File: config.mk
export PLATFORM = sky130hd
export DESIGN_NAME = imem_dmem_arbiter
export DESIGN_NICKNAME = d
export VERILOG_FILES = /design/src/rtl/imem_dmem_arbiter.sv
export SDC_FILE = /design/constraint.sdc
export NUM_CORES = 1
export LEC_CHECK = 0
export BUFFER_PORTS_ARGS = -buffer_cell sky130_fd_sc_hd__buf_2
export CORE_MARGIN = 2
export CORE_UTILIZATION = 49
export CTS_CLUSTER_DIAMETER = 120
export CTS_CLUSTER_SIZE = 28
export DETAILED_ROUTE_END_ITERATION = 16
export PLACE_DENSITY = 0.85
export SYNTH_ARGS = -nofsm -noshare
export SYNTH_HDL_FRONTEND = slang
export SYNTH_SLANG_ARGS = --single-unit
File: constraint.sdc
create_clock -name stage_clk -period 10 [get_ports stage_clk]
set_clock_uncertainty 0.05 [all_clocks]
set_input_delay 2 -clock stage_clk [delete_from_list [all_inputs] [get_ports stage_clk]]
set_output_delay 2 -clock stage_clk [all_outputs]
set_load 0.005 [all_outputs]
File: src/rtl/imem_dmem_arbiter.sv
// imem_dmem_arbiter: shares one single-ported memory between instruction
// fetch and the load/store stage. Data has priority. Each access is held on
// the memory port until mem_ready. Grants and completions are one-cycle
// pulses back to the requester.
// Optional starvation guard: define MEM_ARB_STARVE_GUARD_EN. Fetch is then
// forced through after STARVE_LIMIT consecutive data grants made while it
// was waiting.
//
// Handshake: a requester holds x_req and its operands stable until it sees
// x_gnt. Requests are sampled only at arbitration points, which are IDLE, or
// a BUSY cycle with mem_ready=1. If x_req is still high during the x_gnt
// cycle, it counts as a new request. On the memory side, mem_req and the
// operands stay stable until the cycle in which mem_ready=1 completes the
// access.
module imem_dmem_arbiter #(
   parameter int ADDR_W       = 32,
   parameter int DATA_W       = 32,
   parameter int STARVE_LIMIT = 4
) (
   input  logic                stage_clk,
   input  logic                reset,
   input  logic                f_req,
   input  logic [ADDR_W-1:0]   f_addr,
   output logic                f_gnt,
   output logic                f_valid,
   output logic [DATA_W-1:0]   f_rdata,
   input  logic                d_req,
   input  logic                d_we,
   input  logic [ADDR_W-1:0]   d_addr,
   input  logic [DATA_W-1:0]   d_wdata,
   input  logic [DATA_W/8-1:0] d_be,
   output logic                d_gnt,
   output logic                d_valid,
   output logic [DATA_W-1:0]   d_rdata,
   output logic                mem_req,
   output logic                mem_we,
   output logic [ADDR_W-1:0]   mem_addr,
   output logic [DATA_W-1:0]   mem_wdata,
   output logic [DATA_W/8-1:0] mem_be,
   input  logic [DATA_W-1:0]   mem_rdata,
   input  logic                mem_ready,
   output logic                busy,
   output logic [1:0]          state_dbg
);

   typedef enum logic [1:0] {
      IDLE   = 2'd0,
      BUSY_F = 2'd1,
      BUSY_D = 2'd2
   } state_t;

   state_t state, state_nxt;
   logic   arb, win_f, win_d, starve;

`ifdef MEM_ARB_STARVE_GUARD_EN
   localparam int CNT_W = $clog2(STARVE_LIMIT + 1);
   logic [CNT_W-1:0] starve_cnt, starve_cnt_nxt;

   assign starve = (starve_cnt == CNT_W'(STARVE_LIMIT));

   // Count data grants that pass over a waiting fetch.
   // Clear the count when fetch wins or is not asking.
   always_comb begin
      starve_cnt_nxt = starve_cnt;
      if (arb) begin
         if (win_f || !f_req)
            starve_cnt_nxt = '0;
         else if (win_d && !starve)
            starve_cnt_nxt = starve_cnt + CNT_W'(1);
      end
   end

   // Starvation counter register
   always_ff @(posedge stage_clk or posedge reset) begin
      if (reset) starve_cnt <= '0;
      else       starve_cnt <= starve_cnt_nxt;
   end
`else
   // STARVE_LIMIT is always >= 1, so fetch is never promoted.
   // This gives strict data priority.
   assign starve = (STARVE_LIMIT == 0);
`endif

   // Arbitration and next state.
   // Arbitration happens when idle or when the current access completes.
   always_comb begin
      arb       = (state == IDLE) || mem_ready;
      win_f     = arb && f_req && (!d_req || starve);
      win_d     = arb && d_req && !win_f;
      state_nxt = state;
      if (arb) begin
         if (win_d)      state_nxt = BUSY_D;
         else if (win_f) state_nxt = BUSY_F;
         else            state_nxt = IDLE;
      end
   end

   // State register
   always_ff @(posedge stage_clk or posedge reset) begin
      if (reset) state <= IDLE;
      else       state <= state_nxt;
   end

   // Registered pulses, memory port and returned read data
   always_ff @(posedge stage_clk or posedge reset) begin
      if (reset) begin
         f_gnt     <= 1'b0;
         d_gnt     <= 1'b0;
         f_valid   <= 1'b0;
         d_valid   <= 1'b0;
         f_rdata   <= '0;
         d_rdata   <= '0;
         mem_req   <= 1'b0;
         mem_we    <= 1'b0;
         mem_addr  <= '0;
         mem_wdata <= '0;
         mem_be    <= '0;
      end else begin
         f_gnt   <= win_f;
         d_gnt   <= win_d;
         f_valid <= (state == BUSY_F) && mem_ready;
         d_valid <= (state == BUSY_D) && mem_ready;
         if ((state == BUSY_F) && mem_ready)
            f_rdata <= mem_rdata;
         // Writes complete without touching the load data.
         if ((state == BUSY_D) && mem_ready && !mem_we)
            d_rdata <= mem_rdata;
         if (arb)
            mem_req <= win_f || win_d;
         if (win_d) begin
            mem_we    <= d_we;
            mem_addr  <= d_addr;
            mem_wdata <= d_wdata;
            mem_be    <= d_be;
         end else if (win_f) begin
            mem_we    <= 1'b0;
            mem_addr  <= f_addr;
            mem_wdata <= '0;
            mem_be    <= '1;
         end
      end
   end

   assign busy      = (state != IDLE);
   assign state_dbg = state;

endmodule

# Word-level counts from Yosys, hierarchy flattened
# Cells that the tools add are included.
word_totals:
  reg_bits: 140
  latch_bits: 0
  ram_bits: 0
  mem_bits_ro: 0
  inputBits: 138
  output_inout_bits: 141
  elab_cells: 39
  memories: 0
op_classes:
  addsub: 0
  multipliers: 0
  div: 0
  n_lt_le_gt_ge: 0
  n_eq_ne: 2
  shifts: 0
  muxes: 10
  bitwise_logic: 0
  n_reduce_logical: 15
ops:
  columns: ["operator", "count"]
  rows:
  - ["two-way mux 32 bit", 4]
  - ["two-way mux 4 bit", 2]
  - ["logical AND 1 bit", 7]
  - ["nonzero test 2 bit", 2]
  - ["zero test 1 bit", 3]
  - ["two-way mux 1 bit", 3]
  - ["equality test 2 x 1 -> 1 bit (second input constant)", 1]
  - ["equality test 2 bit (second input constant)", 1]
  - ["zero test 2 bit", 1]
  - ["logical OR 1 bit", 2]
  - ["two-way mux 2 bit", 1]

# Longest topological paths before layout
# Gate-level depths: netlist of the first run.
logic_depth:
  depth_word: 7
  depth_mapped: 6
  mapped_depth_nobuf: 4

# Least setup slack after synthesis of the first run
# No wires, ideal clock.
synth_path:
  kind: "in2reg"
  startpoint: "input port mem_ready"
  endpoint: "register d_rdata[0]"
  setup_time_ns: 0.125
  arrival_time_ns: 2.876
  required_time_ns: 9.825
  slack_ns: 6.949
  cell_stages: 5
  cell_sequence: "and3b_1 -> nor2b_1 -> buf_6 -> buf_6 -> mux2_4"
synth_between:
  elab_chain_len: 2
synth_lines:
  columns: ["element", "line_no", "rtl"]
  rows:
  - ["start: declaration", "41", "input logic mem_ready,"]
  - ["logical AND 1 bit (2 in series)", "126", "if ((state == BUSY_D) && mem_ready && !mem_we)"]
  - ["end signal: assignment", "127", "d_rdata <= mem_rdata;"]
  - ["end: declaration", "34", "output logic [DATA_W-1:0] d_rdata,"]
# Every way passes these cells.
# A chain may end at the register's enable or synchronous reset.

# Final worst setup path of the first run
layout_path:
  startpoint: "input port mem_ready"
  endpoint: "register mem_wdata[17]"
layout_between:
  elab_chain_len: 6
  word_cells_on_any_way: 8
layout_lines:
  columns: ["element", "line_no", "rtl"]
  rows:
  - ["logical OR 1 bit (*)", "87", "arb = (state == IDLE) || mem_ready;"]
  - ["logical AND 1 bit (2 in series)", "88", "win_f = arb && f_req && (!d_req || starve);"]
  - ["zero test 1 bit", "89", "win_d = arb && d_req && !win_f;"]
  - ["logical AND 1 bit", "89", null]
  - ["two-way mux 32 bit or nonzero test 2 bit (tied branches)", null, null]
  - ["end signal: assignment", "133", "mem_wdata <= d_wdata;"]
  - ["end: declaration", "38", "output logic [DATA_W-1:0] mem_wdata,"]
# Every way passes the cells marked *; elsewhere a longest branch is shown, timed or not.

==> impl_metrics.tcl, run 1 <==
set metrics [dict create \
    viasPerCell 5.313 \
    end_kind "flop" \
    grt_pass1_wl_um 21770 \
    yosys.area_share.xor_xnor 0 \
    core_um2 10890 \
    p_per_area_nw_per_um2 237.8 \
    synth.area.mux_share 0.1522 \
    rsz0062_at_grt "false" \
    grt_antenna_before_repair 0 \
    post_cts_buffers 0 \
    cp.required_ns 10.34 \
    cp_cell_sequence "buf_2, o21bai_1, nand2_1, clkinv_1, a22o_1" \
    portBuffers 278 \
    hold_viol 0 \
    p_comb_frac 0.225 \
    critPathMaxFanout 34 \
    numCtsBuffers 17 \
    synthDistinctLibCells 23 \
    clk_latency_ns 0.51 \
    drive_gt1_frac 0.5846 \
    finalMaxSlewViolations 0 \
    seq_area_frac_synth 0.6397 \
    hp-class "reg2reg" \
    post_dp_cell_area_um2 6938 \
    grt_use_total 0.2403 \
    post-route-period-util 0.3715 \
    cp_slowest_stage_delay_ns 0.76 \
    fmaxAchievable_mhz 269.2 \
    outcome "completed" \
    syn_nets 502 \
    tns_ns 0 \
    grt_max_degree 94 \
    fin_ws_ns 6.285 \
    area_delta_synth_final_pct 37.29 \
    synth_area_um2 5477 \
    nFillCells 761 \
    num_rows 38 \
    r2r-end "mem_wdata[17]" \
    synth-edff-count 0 \
    cpMaxStageDelayCell "clkinv_1" \
    first_pass_iters 4 \
    die_width_um 109.7 \
    grt_pass1_vias 4288 \
    place_congestion 0.7884 \
    r2r-start "state_dbg[0]" \
    synth_ff_type "dfrtp_1" \
    synth_top_family_by_area "compound AO/OA/AOI/OAI gates" \
    wire_per_inst_um 18.47 \
    clockBufferDepth 2 \
    synthSimpleGateAreaFrac 0.02102 \
    synth_warnings 0 \
    worstSetupPathType "in2reg" \
    internal_power_uw 1322 \
    cts-root-buf "clkbuf_8" \
    worst_pin_slew_ns 1.135 \
    clkSinkCount 140 \
    synth_cells 364 \
    yosys_register_bits 140 \
    worst_setup_path_start_kind "primary input" \
    cts_tree "yes" \
    setup_viol 0 \
    switching_share 0.2607 \
    ant_nets 0 \
    post-route-drc-count 0 \
    clockPowerShare 0.341 \
    ctsResizeCount 0 \
    min_from "mem_req" \
    final_nets 775 \
    diodes 0 \
    ff2ff_setup_slack_ns 7.55 \
    p_sw_uw 466.2 \
    cts_hold_buf 0 \
    dieArea_um2 12040 \
    drv_cap 0 \
    period_minus_slack_ns 3.715 \
    drt_iter0_drc 360 \
    dp_slack_ns 5.758 \
    ys_async_sr_fraction 1.000 \
    ir_drop_mv 0.1399 \
    hold_path_end "mem_req" \
    final_area_um2 7518 \
    avgSynthCellArea_um2 15.05 \
    synth_fa_ha_area_frac 0 \
    ctsHtreeMaxLevel 4 \
    boundaryPins 279 \
    grt_overflow 0 \
    totalWireLength_um 14590 \
    r2r_cells 4 \
    relSlewSlack 0.2432 \
    die_h_um 109.7 \
    whs_ns 0.4293 \
    synth_compound_area_frac 0.1535 \
    vias 4197 \
    worstPathArrival_ns 4.06 \
    dp.final_hpwl_um 10280 \
    start_util 0.5030 \
    path_clk_slew_ns 0.06 \
    whs_path_depth 2 \
    seq_power_share 0.434 \
    p_leak_uw 0.003858 \
]
-- layout by cell type (no fill, tap or decap), drive strengths merged, types with 4 or more instances in the layout --
cell type / instances
a22o: 33
a22oi: 28
buf: 283
clkbuf: 26
clkinv: 4
dfrtp: 140
inv: 4
mux2: 64
nand2: 4
nand3: 13
o21ai: 8
o22a: 4
o2bb2ai: 28
-- cell usage after synthesis (2+ instances only) --
| library cell | instances | share of area |
|---|---|---|
| o21ai_0 | 7 | 0.0064 |
| nor2b_1 | 2 | 0.0023 |
| inv_1 | 4 | 0.0027 |
| o22a_1 | 4 | 0.0064 |
| clkbuf_1 | 6 | 0.0041 |
| buf_2 | 18 | 0.016 |
| buf_6 | 4 | 0.0082 |
| nor2_1 | 2 | 0.0014 |
| o2bb2ai_1 | 28 | 0.045 |
| dfrtp_1 | 140 | 0.64 |
| nand2_1 | 4 | 0.0027 |
| mux2_2 | 34 | 0.070 |
| a22o_1 | 33 | 0.053 |
| mux2_4 | 30 | 0.082 |
| nand3_1 | 13 | 0.012 |
| a22oi_1 | 28 | 0.038 |
-- stage by stage --
step | total power, uW | utilization | cells
finish | 1788 | 0.6905 | 790
global route | 1882 | 0.6905 | 790
CTS | 1808 | 0.6905 | 790
detailed placement | 1187 | 0.6372 | 758
global placement | 1163 | 0.6372 | 758
floorplan | 975.2 | - | 364
-- registers in the layout (all words and copies together), names as in the netlist, 2 cells and up --
name       count
mem_be         4
mem_addr      32
d_rdata       32
state_dbg      2
mem_wdata     32
f_rdata       32
-- final cells by class --
class / count / area (um2) / share of cell area
repair buffers: 283 / 1429 / 0.1900
well taps: 140 / 175.2 / 0.02330
flip-flops and latches: 140 / 3503 / 0.4660
clock inverters: 6 / 82.58 / 0.01098
inverters: 5 / 23.77 / 0.003162
clock buffers: 26 / 498.0 / 0.06623
multi-input cells: 190 / 1807 / 0.2403
-- logic make-up (layout without fill, tap and decap cells) --
logic type      after synthesis  after routing
simple gates                 23             23
flops                       140            140
buf+inv                      34            320
compound gates              103            103
mux                          64             64
-- power by group through the flow --
stage	sequential (uW)	combinational [uW]	clock, uW
floorplan	787	188	0
global placement	774	389	0
detailed placement	781	406	0
CTS	776	410	622
global route	792	443	647
finish	776	403	609
-- worst max path at each step --
stage               startpoint             to  slack (ns)  cells past startpoint
floorplan                reset          d_gnt        4.20                      1
CTS                  mem_ready  mem_wdata[17]        6.33                      5
global route         mem_ready  mem_wdata[14]        6.08                      5
finish               mem_ready  mem_wdata[17]        6.28                      5
global placement     mem_ready  mem_wdata[27]        5.92                      5
detailed placement   mem_ready  mem_wdata[24]        5.76                      5
-- critical path, delay by kind of cell --
| family | cells | cell delay (ns) |
|---|---|---|
| AND/OR/NAND/NOR | 1 | 0.33 |
| AO/OA/AOI/OAI | 2 | 0.82 |
| buffers and inverters | 2 | 0.89 |
-- per-layer routing --
metal,GRT usage,up-vias,share of wire
met1,0.2786,2069,0.39
met3,0.06224,23,0.069
met5,0,-,0
li1,-,1910,-
met4,0.09222,0,0.016
met2,0.4255,195,0.53
(Power assumes the default switching activity.)
==> run 2: changes to the inputs <==
CORE_UTILIZATION = 45   (was 49)
PLACE_DENSITY = 0.79   (was 0.85)
clock period = 3.45 ns   (was 10 ns; I/O delays follow)
==> run 2 against run 1 <==
Combinational power grew to 2.9 times the previous value. Critical path depth is the same. Sequential power grew to 2.9 times the previous value. Sequential share of layout area shrank 0.88 points. Largest cell class unchanged.
==> impl_metrics.tcl, run 2 (synthesis results as in run 1) <==
set metrics [dict create \
    ff2ff_setup_slack_ns 1.01 \
    die_width_um 114.3 \
    num_rows 40 \
    drive_gt1_frac 0.5917 \
    core_um2 11960 \
    clockPowerShare 0.374 \
    grt_pass1_wl_um 21450 \
    rsz0062_at_grt "false" \
    area_delta_synth_final_pct 39.94 \
    ir_drop_mv 0.3093 \
    final_cell_mix "buf_2, dfrtp_1, mux2_2" \
    nFillCells 900 \
    startpoint "mem_ready" \
    p_per_area_nw_per_um2 710.7 \
    worst_pin_slew_ns 1.322 \
    grt_antenna_before_repair 0 \
    p_comb_frac 0.213 \
    cts-root-buf "clkbuf_16" \
    portBuffers 278 \
    drt_iter0_drc 328 \
    relSlewSlack 0.1145 \
    hp-class "in2async" \
    r2r_cells 4 \
    final_nets 775 \
    ctsResizeCount 0 \
    multiInputGateArea_um2 1812 \
    die_h_um 114.3 \
    internal_power_uw 4093 \
    ant_nets 0 \
    diodes 0 \
    seqCellArea_um2 3503 \
    post_cts_buffers 0 \
    place_congestion 0.7778 \
    clk_latency_ns 0.40 \
    switching_share 0.2485 \
    post-route-drc-count 0 \
    finalMaxSlewViolations 0 \
    grt_use_total 0.2122 \
    first_pass_iters 4 \
    path_clk_slew_ns 0.06 \
    fmaxAchievable_mhz 398.1 \
    grt_pass1_vias 4190 \
    grt_max_degree 70 \
    critPathMaxFanout 34 \
    numCtsBuffers 17 \
    setup_viol 0 \
    p_sw_uw 1353 \
    end_kind "flop" \
    start_util 0.4578 \
    worst_setup_path_start_kind "primary input" \
    outcome "completed" \
    ctsHtreeMaxLevel 4 \
    r2r-start "state_dbg[0]" \
    final_common_cell "buf_2" \
    clockBufferDepth 2 \
    vias 4185 \
    crit_end "mem_wdata[29]" \
    cp.required_ns 3.68 \
    drv_cap 0 \
    dieArea_um2 13070 \
    cts_tree "yes" \
    whs_ns 0.2881 \
    grt_overflow 0 \
    worstSetupPathType "in2reg" \
    dp.final_hpwl_um 10320 \
    seq_power_share 0.412 \
    p_leak_uw 0.003902 \
    wire_per_inst_um 17.83 \
    r2r-end "mem_wdata[29]" \
    clkSinkCount 140 \
    viasPerCell 5.258 \
    post-route-period-util 0.7282 \
    boundaryPins 279 \
    totalWireLength_um 14190 \
    worstPathArrival_ns 2.74 \
    tns_ns 0 \
    hold_viol 0 \
    period_minus_slack_ns 2.512 \
    cts_hold_buf 0 \
]
[run 2: cell types whose count changed in the layout (fill, tap and decap cells not counted)]
cell	change
clkbuf_1	-4
buf_12	+3
buf_4	-3
bufinv_16	+3
clkinv_2	-3
clkinvlp_4	+3
clkbuf_16	+1
clkbuf_8	-1
nand3_1	-1
nand3_2	+1
[run 2: per-layer routing]
layer	global-route usage	share of wire	up-vias
met1	0.2563	0.41	2073
met4	0.07154	0.014	0
li1	-	-	1908
met3	0.06300	0.069	14
met2	0.3643	0.51	190
met5	0	0	-
[run 2: worst min path at each step]
stage            startpoint      endpoint  cells after the start
5_1_grt               reset    f_rdata[5]                      2
2_1_floorplan       mem_req       mem_req                      2
6_report              reset    f_rdata[5]                      2
3_5_place_dp   mem_addr[11]  mem_addr[11]                      1
4_1_cts               reset    f_rdata[5]                      2
3_3_place_gp        mem_req       mem_req                      2
[run 2: through the flow]
step                total power (uW)  instance area (um2)    util  worst slack, ns  std cells
floorplan                       2827                 5480       -           0.9609        364
global placement                3379                 6988  0.5842           0.6295        765
detailed placement              3434                 6988  0.5842           0.4585        765
CTS                             5503                 7664  0.6407           0.9121        796
global route                    5699                 7664  0.6407           0.7596        796
finish                          5446                 7664  0.6407           0.9379        796
[run 2: power by group through the flow]
stage               Combinational, uW  Sequential (uW)  Clock (uW)
floorplan                         545             2280           0
global placement                 1140             2240           0
detailed placement               1170             2260           0
CTS                              1180             2240        2080
global route                     1260             2280        2150
finish                           1160             2250        2040
[run 2: layout make-up]
class | count | share of cell area
sequential | 140 | 0.4571
multi-input combinational | 190 | 0.2364
timing repair buffer | 283 | 0.1913
clock buffer | 22 | 0.06449
tap | 147 | 0.02400
clock inverter | 9 | 0.02367
inverter | 5 | 0.002939
[run 2: critical path, cell delays in order]
cell	delay, ns
buf_2	0.14
o21bai_1	0.37
nand2_1	0.32
clkinv_1	0.75
a22o_1	0.45
==> run 3: changes to the inputs <==
clock period = 2.4 ns   (was 3.45 ns; I/O delays follow)
==> run 3 against run 2 <==
Hold slack worse by 0.056 ns. Via count rose by 1.3%. Global-route usage up 0.55 points. First-iteration DRC count down 16%. Non-clock buffer count increased by 4. Sequential share of layout area rose by 0.11 points. Combinational power up 44%. Critical path depth unchanged. Routed wire length shrank 0.35%. Die area unchanged. Largest power group unchanged.
==> impl_metrics.tcl, run 3 (synthesis results as in run 1) <==
set metrics [dict create \
    grt_overflow 0 \
    period_minus_slack_ns 1.708 \
    ir_drop_mv 0.5138 \
    fmaxAchievable_mhz 585.3 \
    final_common_cell "buf_2" \
    p_per_area_nw_per_um2 1001 \
    cp_slowest_stage_delay_ns 0.43 \
    cpMaxStageDelayCell "dfrtp_1" \
    cp_cell_sequence "o21bai_1, nand2_1, clkinv_1, buf_4, a22o_1" \
    final_area_um2 7645 \
    grt_pass1_wl_um 21810 \
    core_um2 11960 \
    cp.required_ns 2.69 \
    cts-root-buf "clkbuf_16" \
    dp.cells 769 \
    fin_util 0.6391 \
    hp-class "in2reg" \
    setup_viol 0 \
    first_pass_iters 4 \
    final_nets 779 \
    worst_setup_path_start_kind "flop" \
    dieArea_um2 13070 \
    outcome "completed" \
    nFillCells 918 \
    worst_pin_slew_ns 0.7192 \
    p_comb_frac 0.219 \
    diodes 0 \
    layout.cells.non_filler 801 \
    switching_share 0.2552 \
    ant_nets 0 \
    drt_iter0_drc 275 \
    path_delay_family "compound AO/OA/AOI/OAI gates" \
    ctsHtreeMaxLevel 4 \
    totalWireLength_um 14140 \
    r2r-end "mem_wdata[8]" \
    drive_gt1_frac 0.5917 \
    place_congestion 0.7986 \
    grt_pass1_vias 4203 \
    post-route-drc-count 0 \
    hold_viol 0 \
    viasPerCell 5.292 \
    die_width_um 114.3 \
    clockBufferDepth 2 \
    portBuffers 278 \
    numCtsBuffers 17 \
    seq_power_share 0.422 \
    dp.final_hpwl_um 10160 \
    tns_ns 0 \
    boundaryPins 279 \
    min_from "d_wdata[17]" \
    cts_hold_buf 0 \
    grt_antenna_before_repair 0 \
    area_delta_synth_final_pct 39.59 \
    dp_slack_ns 0.5685 \
    rsz0062_at_grt "false" \
    start_util 0.4578 \
    worstPathArrival_ns 2.00 \
    hold_path_end "mem_wdata[17]" \
    path_clk_slew_ns 0.06 \
    die_h_um 114.3 \
    clockPowerShare 0.359 \
    relSlewSlack 0.5206 \
    p_sw_uw 1953 \
    num_rows 40 \
    post_dp_cell_area_um2 7018 \
    post_cts_buffers 0 \
    whs_path_depth 2 \
    grt_use_total 0.2177 \
    final_cell_mix "buf_2, dfrtp_1, mux2_2" \
    clkSinkCount 140 \
    path_buf_inv 2 \
    finalMaxSlewViolations 0 \
    cts_tree "yes" \
    wire_per_inst_um 17.66 \
    critPathMaxFanout 34 \
    drv_cap 0 \
    r2r_cells 5 \
    vias 4239 \
    end_kind "flop" \
    ff2ff_setup_slack_ns 0.69 \
    ctsResizeCount 0 \
    p_leak_uw 0.003899 \
    post-route-period-util 0.7118 \
    fin_ws_ns 0.6916 \
    internal_power_uw 5699 \
    clk_latency_ns 0.41 \
    grt_max_degree 141 \
    worstSetupPathType "reg2reg" \
    r2r-start "state_dbg[0]" \
]
==> run 3: cell count changes in the layout (fill, tap and decap cells not counted) <==
cell       delta
inv_6         -1
bufinv_16     -1
clkbuf_1      +2
clkinv_4      +1
buf_4         +4
clkinv_2      +3
clkbuf_8      -3
==> run 3: worst max-delay path by stage <==
stage | slack [ns] | end | from | cells past startpoint
CTS | 0.67 | mem_wdata[8] | state_dbg[0] | 5
detailed placement | 0.57 | mem_wdata[15] | mem_ready | 6
global placement | 0.63 | mem_wdata[23] | mem_ready | 6
finish | 0.69 | mem_wdata[8] | state_dbg[0] | 5
global route | 0.58 | mem_wdata[8] | state_dbg[0] | 5
floorplan | 0.12 | d_gnt | reset | 1
==> run 3: per-layer routing <==
layer | GRT usage | routed length (um) | up-vias
met5 | 0 | 0 | -
met4 | 0.09675 | 246 | 0
met3 | 0.06670 | 992 | 20
met2 | 0.3560 | 7119 | 199
met1 | 0.2672 | 5784 | 2099
li1 | - | - | 1921
==> run 3: cell type report <==
class / count / area, um2 / area share
tap: 147 / 183.9 / 0.02406
clock inverter: 11 / 166.4 / 0.02177
sequential: 140 / 3503 / 0.4583
inverter: 5 / 22.52 / 0.002946
multi-input combinational: 190 / 1812 / 0.2370
timing repair buffer: 287 / 1496 / 0.1957
clock buffer: 21 / 460.4 / 0.06023
==> run 3: per-stage QoR <==
step / total power (uW) / hold WS, ns
after floorplan: 4064 / 0.4208
after CTS: 7735 / 0.2094
final: 7651 / 0.2325
after detailed placement: 4948 / 0.4168
after global routing: 8033 / 0.2121
after global placement: 4873 / 0.4091
==> run 3: power by group through the flow <==
stage | clock network [uW] | registers [uW] | logic, uW
2_1_floorplan | 0 | 3280 | 783
3_3_place_gp | 0 | 3230 | 1650
3_5_place_dp | 0 | 3250 | 1700
4_1_cts | 2810 | 3230 | 1700
5_1_grt | 2910 | 3290 | 1830
6_report | 2750 | 3230 | 1670
